`src/rtl/mult8x8_seq_ctrl_if.sv`:
```
// Handshake and datapath-control bundle between the 8x8 multiplier sequencer and its datapath.
// MULT_CTRL_ABORT_EN adds the abort request line.
interface mult8x8_seq_ctrl_if #(
    parameter int SEL_W = 1,
    parameter int SH_W  = 2
);
    // Input side: a request transfers on any cycle where start & ready are both high.
    // Result side: done stays high until the cycle where done_ack is sampled high.
    logic             start;
    logic             ready;
    logic             load_en;
    logic             acc_clr;
    logic             acc_en;
    logic [SEL_W-1:0] sel_a;
    logic [SEL_W-1:0] sel_b;
    logic [SH_W-1:0]  shift;
    logic             done;
    logic             done_ack;
    logic [1:0]       state_out;
`ifdef MULT_CTRL_ABORT_EN
    logic             abort;

    modport slave (
        input  start, done_ack, abort,
        output ready, load_en, acc_clr, acc_en, sel_a, sel_b, shift, done, state_out
    );
    modport master (
        output start, done_ack, abort,
        input  ready, load_en, acc_clr, acc_en, sel_a, sel_b, shift, done, state_out
    );
`else
    modport slave (
        input  start, done_ack,
        output ready, load_en, acc_clr, acc_en, sel_a, sel_b, shift, done, state_out
    );
    modport master (
        output start, done_ack,
        input  ready, load_en, acc_clr, acc_en, sel_a, sel_b, shift, done, state_out
    );
`endif
endinterface

```
`src/rtl/mult8x8_seq_ctrl.sv`:
```
// Sequencer for the nibble-serial 8x8 multiplier: LOAD, NIB*NIB partial-product steps, DONE.
// Optional abort of an in-flight operation is built when MULT_CTRL_ABORT_EN is defined.
module mult8x8_seq_ctrl #(
    parameter int NIB   = 2,
    parameter int SEL_W = 1,
    parameter int SH_W  = 2
) (
    input  logic                   clk,
    input  logic                   reset_n,
    mult8x8_seq_ctrl_if.slave      bus
);
    localparam int STEPS = NIB * NIB;
    localparam int CNT_W = (STEPS > 1) ? $clog2(STEPS) : 1;
    localparam logic [CNT_W-1:0] LAST_K = CNT_W'(STEPS - 1);

    localparam logic [1:0] S_IDLE = 2'd0;
    localparam logic [1:0] S_LOAD = 2'd1;
    localparam logic [1:0] S_CALC = 2'd2;
    localparam logic [1:0] S_DONE = 2'd3;

    logic [1:0]       state_q, state_d;
    logic [CNT_W-1:0] cnt_q, cnt_d;
    logic             abort_req;

`ifdef MULT_CTRL_ABORT_EN
    assign abort_req = bus.abort;
`else
    assign abort_req = 1'b0;
`endif

    always_comb begin
        state_d = state_q;
        cnt_d   = cnt_q;
        case (state_q)
            S_IDLE: begin
                if (bus.start) state_d = S_LOAD;
            end
            S_LOAD: begin
                cnt_d   = '0;
                state_d = abort_req ? S_IDLE : S_CALC;
            end
            S_CALC: begin
                // Abort wins over finishing the last step.
                if (abort_req) begin
                    state_d = S_IDLE;
                    cnt_d   = '0;
                end else if (cnt_q == LAST_K) begin
                    state_d = S_DONE;
                    cnt_d   = '0;
                end else begin
                    cnt_d = cnt_q + CNT_W'(1);
                end
            end
            S_DONE: begin
                if (bus.done_ack) state_d = bus.start ? S_LOAD : S_IDLE;
            end
            default: state_d = S_IDLE;
        endcase
    end

    always_ff @(posedge clk or negedge reset_n) begin
        if (!reset_n) begin
            state_q <= S_IDLE;
            cnt_q   <= '0;
        end else begin
            state_q <= state_d;
            cnt_q   <= cnt_d;
        end
    end

    // Step k walks operand A nibbles fastest: sel_a = k mod NIB, sel_b = k div NIB.
    logic [SEL_W-1:0] k_lo, k_hi;
    assign k_lo = SEL_W'(int'(cnt_q) % NIB);
    assign k_hi = SEL_W'(int'(cnt_q) / NIB);

    logic             load_en_c, acc_clr_c, acc_en_c, done_c;
    logic [SEL_W-1:0] sel_a_c, sel_b_c;
    logic [SH_W-1:0]  shift_c;

    always_comb begin
        load_en_c = 1'b0;
        acc_clr_c = 1'b0;
        acc_en_c  = 1'b0;
        done_c    = 1'b0;
        sel_a_c   = '0;
        sel_b_c   = '0;
        shift_c   = '0;
        case (state_q)
            S_LOAD: begin
                load_en_c = 1'b1;
                acc_clr_c = 1'b1;
            end
            S_CALC: begin
                acc_en_c = ~abort_req;
                sel_a_c  = k_lo;
                sel_b_c  = k_hi;
                shift_c  = SH_W'(k_lo) + SH_W'(k_hi);
            end
            S_DONE:  done_c = 1'b1;
            default: ;
        endcase
    end

    assign bus.ready     = (state_q == S_IDLE) | ((state_q == S_DONE) & bus.done_ack);
    assign bus.load_en   = load_en_c;
    assign bus.acc_clr   = acc_clr_c;
    assign bus.acc_en    = acc_en_c;
    assign bus.sel_a     = sel_a_c;
    assign bus.sel_b     = sel_b_c;
    assign bus.shift     = shift_c;
    assign bus.done      = done_c;
    assign bus.state_out = state_q;
endmodule

```
`src/flat_wrapper.sv`:
```
// flat-port wrapper written by rule: the top's interface ports become plain ports
module mult8x8_seq_ctrl_flat 
#(
    parameter int NIB   = 2,
    parameter int SEL_W = 1,
    parameter int SH_W  = 2
)
  (clk, reset_n, bus_start, bus_done_ack, bus_ready, bus_load_en, bus_acc_clr, bus_acc_en, bus_sel_a, bus_sel_b, bus_shift, bus_done, bus_state_out);
  mult8x8_seq_ctrl_if #(.SEL_W(SEL_W), .SH_W(SH_W)) bus_i ();
  input  logic clk;
  input  logic reset_n;
  input wire logic [$bits(bus_i.start)-1:0] bus_start;
  input wire logic [$bits(bus_i.done_ack)-1:0] bus_done_ack;
  output wire logic [$bits(bus_i.ready)-1:0] bus_ready;
  output wire logic [$bits(bus_i.load_en)-1:0] bus_load_en;
  output wire logic [$bits(bus_i.acc_clr)-1:0] bus_acc_clr;
  output wire logic [$bits(bus_i.acc_en)-1:0] bus_acc_en;
  output wire logic [$bits(bus_i.sel_a)-1:0] bus_sel_a;
  output wire logic [$bits(bus_i.sel_b)-1:0] bus_sel_b;
  output wire logic [$bits(bus_i.shift)-1:0] bus_shift;
  output wire logic [$bits(bus_i.done)-1:0] bus_done;
  output wire logic [$bits(bus_i.state_out)-1:0] bus_state_out;
  assign bus_i.start = bus_start;
  assign bus_i.done_ack = bus_done_ack;
  assign bus_ready = bus_i.ready;
  assign bus_load_en = bus_i.load_en;
  assign bus_acc_clr = bus_i.acc_clr;
  assign bus_acc_en = bus_i.acc_en;
  assign bus_sel_a = bus_i.sel_a;
  assign bus_sel_b = bus_i.sel_b;
  assign bus_shift = bus_i.shift;
  assign bus_done = bus_i.done;
  assign bus_state_out = bus_i.state_out;
  mult8x8_seq_ctrl #(.NIB(NIB), .SEL_W(SEL_W), .SH_W(SH_W)) u_core (.clk(clk), .reset_n(reset_n), .bus(bus_i));
endmodule
```
`config.mk`:
```
export PLATFORM = sky130hd
export DESIGN_NAME = mult8x8_seq_ctrl_flat
export DESIGN_NICKNAME = d
export VERILOG_FILES = /design/src/rtl/mult8x8_seq_ctrl_if.sv /design/src/rtl/mult8x8_seq_ctrl.sv /design/src/flat_wrapper.sv
export SDC_FILE = /design/constraint.sdc
export NUM_CORES = 1
export LEC_CHECK = 0
export ABC_AREA = 1
export BUFFER_PORTS_ARGS = -buffer_cell sky130_fd_sc_hd__buf_2
export CORE_MARGIN = 2
export CORE_UTILIZATION = 25
export DETAILED_ROUTE_END_ITERATION = 6
export PLACE_DENSITY = 0.55
export SETUP_SLACK_MARGIN = 0.05
export SYNTH_ARGS = -nofsm -noshare
export SYNTH_HDL_FRONTEND = slang
export SYNTH_SLANG_ARGS = --single-unit
```
`constraint.sdc`:
```
create_clock -name clk -period 2.4 [get_ports clk]
set_input_delay 0 -clock clk [delete_from_list [all_inputs] [get_ports clk]]
set_output_delay 0 -clock clk [all_outputs]
set_load 0.005 [all_outputs]
```
==> reports/metrics.json <==
{
  "critical_path.slowest_cell": "sky130_fd_sc_hd__dfrtp_1",
  "first_pass_grt_wire_length_um": 945,
  "crit_path_top_cell_by_count": "sky130_fd_sc_hd__inv_1",
  "worst_slew_pin_slew_ns": 0.222,
  "grt_pass1_vias": 268,
  "grt_util_met2_pct": 11.3,
  "number_of_antenna_violations_at_the_first_check_in_global_routing": 0,
  "route.final.wire_length_um": 601,
  "setup_repair_after_global_routing_missed_its_margin": "false",
  "critical_path.top_delay_family": "flip-flops",
  "cts.path.max_buffers": 2,
  "h-tree-depth": 1,
  "number_of_hold_violations_in_the_final_report": 0,
  "placement_rows": 13,
  "netlist_instances": 50,
  "worst_ep_arrival_time_ns": 1.28,
  "crit_chain": "inv_1 > ha_1 > nand2_1 > inv_1 > buf_2",
  "design.die.area_um2": 1760,
  "setup.worst_path.class": "flop to output pin",
  "timing.final.crit_share_pct": 53.5,
  "clk_pin_slew_ns": 0.03,
  "global_route.peak_usage_layer": "met2",
  "numCtsBuffers": 3,
  "floorplan.initialDensity_pct": 27.4,
  "report.final.setup_viol": 0,
  "detailed_place.area_um2": 442,
  "tritoncts": "yes",
  "hold_class": "input port to asynchronous set/reset pin",
  "synth_cell_type_count": 10,
  "required_ns": 2.40,
  "mappedNetlistNets": 61,
  "placeableCoreArea_um2": 1320,
  "critPathMaxFanout": 7,
  "global_route.overflow_total": 0,
  "ios": 15,
  "globalRouteMet3Util_pct": 1.30,
  "cap_viol_max_count": 0,
  "hpwlAfterDp_um": 530,
  "grt.total_usage_pct": 7.09,
  "slew_viol_final": 0,
  "worst-path-buf-inv": 3,
  "post-cts-setup-buffer-count": 0,
  "worst_hold_margin_ns": 0.101,
  "report.power.total_uw": 550,
  "synth.avg_cell_area_um2": 7.21,
  "outcome": "completed",
  "finish.utilization_pct": 36.0,
  "finalInstanceArea_um2": 474,
  "reg2reg_setup_slack_ns": 1.15,
  "dr_total_vias": 314,
  "skew_pair_late_insertion_delay_ns": 0.23,
  "route.detailed.wl_per_inst_um": 7.33,
  "grt_start_max_net_pins": 9,
  "tritoncts_num_sinks": 4,
  "die_span_in_x_um": 42.0,
  "antenna-diode-count": 0,
  "portBuffers": 14,
  "post_route_cells_drive_above_1_share_pct": 32.8,
  "global_route.usage.met1_pct": 8.16,
  "design.final.nets": 80,
  "pleak_uw": 0.000321,
  "synth_seq_area_share_pct": 27.8,
  "vias_per_cell": 3.83,
  "floorplan.die.height_um": 42.0,
  "cts_root_buf": "sky130_fd_sc_hd__clkbuf_4",
  "maxSlewHeadroom_pct": 85.2,
  "critPathLaunchType": "flop",
  "yosysWarningCount": 0,
  "critPathCaptureType": "output pin",
  "synth.cell_area_um2": 360,
  "clock_period_minus_worst_slack_ns": 1.28,
  "detail_route.drc_violations": 0,
  "antenna_left": 0,
  "tns_ns": 0,
  "ys_seq_elements": 4,
  "flow.area_growth_from_synthesis_pct": 31.6,
  "max_freq_mhz": 779,
  "max-vdd-ir-drop_uv": 442,
  "power.density_cell_area_nw_per_um2": 1160,
  "drt-initial-drc-count": 2,
  "gpl.final_weighted_congestion": 0.754,
  "cpPeakStageDelay_ns": 0.43,
  "cts.repair.resized": 0,
  "drt-pass1-iter-count": 4,
  "fin_worst_skew_ns": 0.000513
}
[where the power goes]
group	switching (µW)	internal, µW
Clock	22.7	55.6
Sequential	40.4	100
Combinational	184	147
Total	247	303
[routing by layer]
layer | vias up | routed length (µm) | part of all wire (%)
li1 | 182 | - | -
met1 | 128 | 272 | 45
met2 | 4 | 307 | 51
met3 | 0 | 21 | 3.5
met4 | 0 | 0 | 0
met5 | - | 0 | 0
[cell usage after synthesis]
cell                      instances  area share (%)
sky130_fd_sc_hd__nand4_1          1             1.7
sky130_fd_sc_hd__nor2_2           1             1.7
sky130_fd_sc_hd__ha_1             7              24
sky130_fd_sc_hd__dfrtp_1          4              28
sky130_fd_sc_hd__buf_4            1             2.1
sky130_fd_sc_hd__nand3_1          4             5.6
sky130_fd_sc_hd__nand2_1         13              14
sky130_fd_sc_hd__nand2_2          4             6.9
sky130_fd_sc_hd__inv_1           13              14
sky130_fd_sc_hd__o21ai_0          2             2.8
[layout by cell type (no fill, tap or decap), drive strengths merged]
cell type / Yosys / routed
buf: 1 / 14
nand3: 4 / 4
o21ai: 2 / 2
dlygate4sd3: 0 / 1
nor2: 1 / 1
ha: 7 / 7
nand4: 1 / 1
clkbuf: 0 / 3
nand2: 17 / 17
dfrtp: 4 / 4
inv: 13 / 13
[cell families (layout without fill, tap and decap cells)]
logic type	after synthesis	after routing	synth area share (%)
compound gates	2	2	2.78
fa+ha+maj	7	7	24.3
buf+inv	14	31	15.6
flops	4	4	27.8
simple gates	23	23	29.5
[cell type report]
type | count | area [µm²]
Multi-Input combinational cell | 32 | 204
Tap cell | 15 | 18.8
Sequential cell | 4 | 100
Fill cell | 139 | 843
Inverter | 13 | 48.8
Clock buffer | 3 | 22.5
Timing Repair Buffer | 15 | 80.1
[final timing paths]
kind                                                      from                                   to  cells past startpoint
setup / recovery           u_core.bus.state_out[0]$_DFFE_PN0P_                         bus_shift[0]                      5
hold / removal                                         reset_n  u_core.bus.state_out[1]$_DFFE_PN0P_                      2
setup reg to reg           u_core.bus.state_out[0]$_DFFE_PN0P_  u_core.bus.state_out[0]$_DFFE_PN0P_                      7
hold reg to reg                    u_core.cnt_q[1]$_DFFE_PN0P_          u_core.cnt_q[1]$_DFFE_PN0P_                      2
max in group asynchronous                              reset_n          u_core.cnt_q[0]$_DFFE_PN0P_                      2
min in group clk                                     bus_start  u_core.bus.state_out[0]$_DFFE_PN0P_                      5
[through the flow]
stage               setup slack, ns  std cells
floorplan                      1.22         50
global placement               1.14         78
detailed placement             1.13         78
CTS                            1.08         82
global route                  0.989         82
finish                         1.12         82
[registers in the layout, summed over array words and instances, names as in the netlist]
register              cells
u_core.bus.state_out      2
u_core.cnt_q              2
[repair_timing]
action | CTS | global route
setup endpoints to repair | 0 | 0
hold buffers | 1 | 0
endpoints found under the hold margin | 4 | 0
(Power assumes the default switching activity.)
